$ cat src/rtl/mac10gbe_pkg.sv
// Shared types and constants for the 10GbE TX arbiter: FSM states, AXI beat widths, beat struct.
package mac10gbe_pkg;

   localparam int AXI_DATA_W        = 64;
   localparam int AXI_KEEP_W        = 8;
   localparam int MAX_BEATS_DEFAULT = 190;

   typedef enum logic [1:0] {
      ST_IDLE,
      ST_PASS,
      ST_DROP
   } arb_state_t;

   typedef struct packed {
      logic [AXI_DATA_W-1:0] data;
      logic [AXI_KEEP_W-1:0] keep;
      logic                  last;
      logic                  user;
   } axis_beat_t;

endpackage

$ cat src/rtl/mac10gbe_rr_pick.sv
// Round-robin winner select: first requester at or above ptr, wrapping; purely combinational.
module mac10gbe_rr_pick
   import mac10gbe_pkg::*;
#(
   parameter int NUM_SRC = 4,
   parameter int IDX_W   = $clog2(NUM_SRC)
) (
   input  logic [NUM_SRC-1:0] req,
   input  logic [IDX_W-1:0]   ptr,
   output logic [NUM_SRC-1:0] onehot,
   output logic [IDX_W-1:0]   idx,
   output logic               vld
);

   always_comb begin
      logic [IDX_W-1:0] j;
      j      = '0;
      onehot = '0;
      idx    = '0;
      vld    = 1'b0;
      for (int k = 0; k < NUM_SRC; k++) begin
         j = IDX_W'((int'(ptr) + k) % NUM_SRC);
         if (!vld && req[j]) begin
            vld       = 1'b1;
            onehot[j] = 1'b1;
            idx       = j;
         end
      end
   end

endmodule

$ cat src/rtl/mac10gbe_tx_arbiter.sv
// Frame-level round-robin arbiter of NUM_SRC AXI-Stream sources onto one MAC TX stream; zero-cycle
// datapath, MAC tready mirrored to the granted source; over-long frames cut at MAX_BEATS and the tail dropped.
module mac10gbe_tx_arbiter
   import mac10gbe_pkg::*;
#(
   parameter int NUM_SRC   = 4,
   parameter int MAX_BEATS = MAX_BEATS_DEFAULT
) (
   input  logic                             mac10gbe_clk,
   input  logic                             mac_reset,
   input  logic [NUM_SRC*AXI_DATA_W-1:0]    s_tdata,
   input  logic [NUM_SRC*AXI_KEEP_W-1:0]    s_tkeep,
   input  logic [NUM_SRC-1:0]               s_tvalid,
   input  logic [NUM_SRC-1:0]               s_tlast,
   input  logic [NUM_SRC-1:0]               s_tuser,
   output logic [NUM_SRC-1:0]               s_tready,
   output logic [AXI_DATA_W-1:0]            tx_axis_mac_tdata,
   output logic [AXI_KEEP_W-1:0]            tx_axis_mac_tkeep,
   output logic                             tx_axis_mac_tvalid,
   output logic                             tx_axis_mac_tlast,
   output logic                             tx_axis_mac_tuser,
   input  logic                             tx_axis_mac_tready,
   output logic [$clog2(NUM_SRC)-1:0]       grant_idx,
   output logic                             busy,
   output logic [15:0]                      cnt_truncated
);

   localparam int IDX_W = $clog2(NUM_SRC);
   localparam int CNT_W = ($clog2(MAX_BEATS + 1) > 8) ? $clog2(MAX_BEATS + 1) : 8;

   arb_state_t         state;
   logic [IDX_W-1:0]   rr_ptr;
   logic [NUM_SRC-1:0] grant_oh;
   logic [CNT_W-1:0]   beat_cnt;

   logic [NUM_SRC-1:0] pick_oh;
   logic [IDX_W-1:0]   pick_idx;
   logic               pick_vld;

   axis_beat_t sel;
   logic       sel_vld;
   logic       accept;
   logic       at_limit;
   logic       trunc;

   mac10gbe_rr_pick #(
      .NUM_SRC (NUM_SRC),
      .IDX_W   (IDX_W)
   ) u_pick (
      .req    (s_tvalid),
      .ptr    (rr_ptr),
      .onehot (pick_oh),
      .idx    (pick_idx),
      .vld    (pick_vld)
   );

   always_comb begin
      sel.data = s_tdata[grant_idx*AXI_DATA_W +: AXI_DATA_W];
      sel.keep = s_tkeep[grant_idx*AXI_KEEP_W +: AXI_KEEP_W];
      sel.last = s_tlast[grant_idx];
      sel.user = s_tuser[grant_idx];
      sel_vld  = s_tvalid[grant_idx];
   end

   // beat_cnt holds beats already accepted, so the current beat is number beat_cnt+1
   assign at_limit = (beat_cnt == CNT_W'(MAX_BEATS - 1));
   assign trunc    = at_limit && !sel.last;
   assign accept   = (state == ST_PASS) && sel_vld && tx_axis_mac_tready;
   assign busy     = (state != ST_IDLE);

   always_comb begin
      tx_axis_mac_tdata  = '0;
      tx_axis_mac_tkeep  = '0;
      tx_axis_mac_tvalid = 1'b0;
      tx_axis_mac_tlast  = 1'b0;
      tx_axis_mac_tuser  = 1'b0;
      s_tready           = '0;
      case (state)
         ST_PASS: begin
            tx_axis_mac_tdata  = sel.data;
            tx_axis_mac_tkeep  = sel.keep;
            tx_axis_mac_tvalid = sel_vld;
            tx_axis_mac_tlast  = sel.last | at_limit;
            tx_axis_mac_tuser  = sel.user | trunc;
            s_tready           = grant_oh & {NUM_SRC{tx_axis_mac_tready}};
         end
         ST_DROP: s_tready = grant_oh;
         default: ;
      endcase
   end

   always_ff @(posedge mac10gbe_clk or posedge mac_reset) begin
      if (mac_reset) begin
         state         <= ST_IDLE;
         grant_idx     <= '0;
         grant_oh      <= '0;
         rr_ptr        <= '0;
         beat_cnt      <= '0;
         cnt_truncated <= '0;
      end else begin
         case (state)
            ST_IDLE: begin
               if (pick_vld) begin
                  state     <= ST_PASS;
                  grant_idx <= pick_idx;
                  grant_oh  <= pick_oh;
                  beat_cnt  <= '0;
                  rr_ptr    <= (pick_idx == IDX_W'(NUM_SRC - 1)) ? '0 : pick_idx + IDX_W'(1);
               end
            end
            ST_PASS: begin
               if (accept) begin
                  if (sel.last) begin
                     state <= ST_IDLE;
                  end else if (at_limit) begin
                     state <= ST_DROP;
                     if (cnt_truncated != 16'hFFFF) cnt_truncated <= cnt_truncated + 16'd1;
                  end else begin
                     beat_cnt <= beat_cnt + CNT_W'(1);
                  end
               end
            end
            ST_DROP: begin
               if (sel_vld && sel.last) state <= ST_IDLE;
            end
            default: state <= ST_IDLE;
         endcase
      end
   end

endmodule

$ cat config.mk
export PLATFORM = sky130hd
export DESIGN_NAME = mac10gbe_tx_arbiter
export DESIGN_NICKNAME = d
export VERILOG_FILES = /design/src/rtl/mac10gbe_pkg.sv /design/src/rtl/mac10gbe_rr_pick.sv /design/src/rtl/mac10gbe_tx_arbiter.sv
export SDC_FILE = /design/constraint.sdc
export NUM_CORES = 1
export LEC_CHECK = 0
export ABC_AREA = 1
export BUFFER_PORTS_ARGS = -buffer_cell sky130_fd_sc_hd__buf_2
export CAP_MARGIN = 20
export CORE_AREA = 8 8 151 153
export DETAILED_ROUTE_END_ITERATION = 12
export DIE_AREA = 0 0 159 161
export PLACE_DENSITY = 0.65
export RECOVER_POWER = 25
export SLEW_MARGIN = 20
export SYNTH_ARGS = -nofsm -noshare
export SYNTH_HDL_FRONTEND = slang
export SYNTH_SLANG_ARGS = --single-unit
$ cat constraint.sdc
create_clock -name mac10gbe_clk -period 2.6 [get_ports mac10gbe_clk]
set_clock_uncertainty 0.05 [all_clocks]
set_input_delay 0.39 -clock mac10gbe_clk [delete_from_list [all_inputs] [get_ports mac10gbe_clk]]
set_output_delay 0.39 -clock mac10gbe_clk [all_outputs]
set_load 0.02 [all_outputs]
==> summary.md <==
| Metric | Value |
|---|---|
| Routability cong. | `approximately 0.93` |
| DR WL/cell | `between 15 and 20 um` |
| Mapped Cells | `roughly 920` |
| First DRT Iteration DRCs | `871` |
| Setup_tns | `0 ns` |
| Clock root cell | `clkbuf_16` |
| Synth top area share | `between 20% and 30%` |
| Yosys reg bits | `34` |
| Area post-placement | `around 7200 um2` |
| Status | `completed` |
| Number of flops mapped to enable cells by yosys | `0` |
| Drt drc | `0` |
| Starting Density | `24.03%` |
| Final hold viol count | `0` |
| Clock Latency Late Sink | `0.28 ns` |
| CP endpoint kind | `output pin` |
| Post-synth top cells | `nor2_1, o21ai_0, nand2_1, a21oi_1, inv_1` |
| Vias | `7440` |
| Max-slew headroom | `50.20%` |
| Fin crit share | `94.40%` |
| Fin area | `about 7400 um2` |
| GRT Residual Overflow | `0` |
| Max Cap Violations | `0` |
| Top cells by area, synth | `nor2_1, dfrtp_1, o21ai_0` |
| Die Y | `between 150 and 200 um` |
| Syn_nets | `between 1000 and 1500` |
| Final core utilization | `a little over a third` |
| Crit-path max cell delay | `just under 0.5 ns` |
| Fillers | `about 2300` |
| Core Area | `20560 um2` |
| Final min period | `2.454 ns` |
| Seq/Total Area, Yosys | `17.22%` |
| I/O Buffers | `400` |
| YS warnings | `0` |
| Post-synth ARST share | `100.0%` |
| Crit Path Max Fanout | `58` |
| H-Tree Depth | `2` |
| Die W | `159 um` |
| I/O pin cnt | `401` |
| Worst-case vdd ir drop | `~490 uV` |
| Worst-path clk slew | `0.06 ns` |
| Avg Vias per Cell | `around 4.8` |
| Dpl cells | `1550` |
| CP Launch Point | `grant_idx[0]$_DFFE_PP0P_` |
| Fin. max-slew vios | `0` |
| Largest net degree at the start of global routing | `74` |
| Final setup vio count | `0` |
| # nets final | `1596` |
| Vias in the first global route | `6965` |
| Area growth syn-to-layout | `49.37%` |
| CP Data Arrival Time | `2.01 ns` |
| Synthesized cell area | `4940 um2` |
| Power per cell area | `1081 nW/um2` |
| Crit-path cells | `buf_16 -> buf_4 -> nor2_1 -> nor2_1 -> o21ai_0 -> a21oi_1 -> buf_2` |
| Routed WL | `between 20000 and 30000 um` |
| Syn avg cell area | `5.381 um2` |
| Fraction of layout cells with a size suffix above 1 | `35.46%` |
| Antenna violations before repair | `7` |
| First-pass GRT wire length | `40600 um` |
| Leading area contributor after synthesis | `nor2_1` |
| Pin slew with the least headroom to its limit | `0.7461 ns` |
| Gr usage total | `19.65%` |
| CTS Buffer Depth | `2` |
| Worst min path class | `primary input to asynchronous set/reset pin` |
| Most used DFF post-synth | `dfrtp_1` |
| WP data required | `2.16 ns` |
| Slowest CP cell | `dfrtp_4` |
| DP HPWL | `about 22000 um` |
| Most frequent cell after synthesis | `nor2_1` |
| Hold buffer count at cts | `0` |
| ANT nets after route | `0` |
| Total CTS buffers | `5` |
| Unrepaired setup endpoints after global routing | `false` |
| Hold slack | `approximately 0.19 ns` |
| Clock sinks | `34` |
| Pre-antenna DRT Iters | `5` |
| Finished Layout Cells | `1564` |
| Num rows | `53` |
| Die area | `~26000 um2` |
| CTS tree | `yes` |
| Worst setup SP type | `flip-flop` |
| Fmax | `407.4 MHz` |
| Distinct cells, synth | `35` |
| Setup CP Type | `flip-flop to output pin` |
| Most used cell along the critical path | `nor2_1` |
| Leak | `3.848 nW` |
==> report_power, final <==
group | switching, mW | internal, mW
Clock | 0.218 | 0.380
Combinational | 4.47 | 2.16
Sequential | 0.128 | 0.629
Total | 4.81 | 3.17
==> flip-flops by register name (all words and copies together), names as in the netlist, named ones only <==
signal         cells
state              2
beat_cnt           8
cnt_truncated     16
grant_idx          2
grant_oh           4
rr_ptr             1
==> metal layers <==
layer	track usage [%]	vias to the layer above	wire (um)
met1	25.21	3316	11360
li1	-	3705	-
met2	31.70	361	12700
met5	0	-	45
met4	5.660	6	726
met3	5.421	52	2341
==> area by class of cell <==
type,count,area [um2],share of cell area (%)
Inverter,48,190.2,2.578
Tap cell,275,344.1,4.663
Clock buffer,7,142.6,1.933
Timing Repair Buffer,418,2198,29.79
Antenna cell,6,15.01,0.2035
Multi-Input combinational cell,775,3627,49.16
Sequential cell,34,855.8,11.60
Clock inverter,1,5.005,0.06783
==> worst paths after layout <==
kind / endpoint / slack (ns) / depth (start not counted)
max in group asynchronous: cnt_truncated[10]$_DFFE_PP0P_ / 1.35 / 3
worst max register to register: beat_cnt[7]$_DFFE_PP0P_ / 0.28 / 12
worst min register to register: grant_oh[0]$_DFFE_PP0P_ / 0.43 / 2
worst min-delay path: grant_oh[2]$_DFFE_PP0P_ / 0.19 / 2
worst max-delay path: tx_axis_mac_tdata[11] / 0.15 / 7
min in group mac10gbe_clk: grant_oh[0]$_DFFE_PP0P_ / 0.43 / 2
==> cell families after synthesis <==
group           count (synthesis)  synth area share (%)
compound gates                253                 26.32
xor+xnor                       21                 3.723
fa+ha+maj                      11                 2.786
buf+inv                       109                 9.397
flops                          34                 17.22
simple gates                  490                 40.55
==> critical path: cells and delay by family (launching register included) <==
kind | cells | cell delay (ns)
simple gates | 2 | 0.22
compound gates | 2 | 0.24
buf+inv | 3 | 0.75
flops | 1 | 0.49
==> cells in the final DEF, fill, tap and decap left out, drive strengths merged <==
master and n:
buf 408, nor2 321, o21ai 168, nand2 126, a21oi 79, inv 48, dfrtp 34, nand3 26
clkbuf 16, xor2 13, ha 11, xnor2 8, nor3 8, diode 6, nand4 6, o21a 2
nor3b 1, a22oi 1, o211ai 1, a31o 1, and3 1, a32o 1, or2 1, clkinv 1
bufbuf 1
==> metrics by stage <==
stage	power, mW	worst slack, ns
floorplan	5.238	0.4231
global placement	7.213	0.2591
detailed placement	7.262	0.2681
CTS	7.988	0.01555
global route	8.725	0.005665
finish	7.979	0.1456
==> what timing repair did <==
item	CTS	global route
endpoints found under the setup margin	1	30
pin swaps	0	1
gates cloned	1	0
hold endpoints to repair	0	0
buffers inserted	0	0
gates resized for setup	1	4
Power figures use the tool's default switching activity.
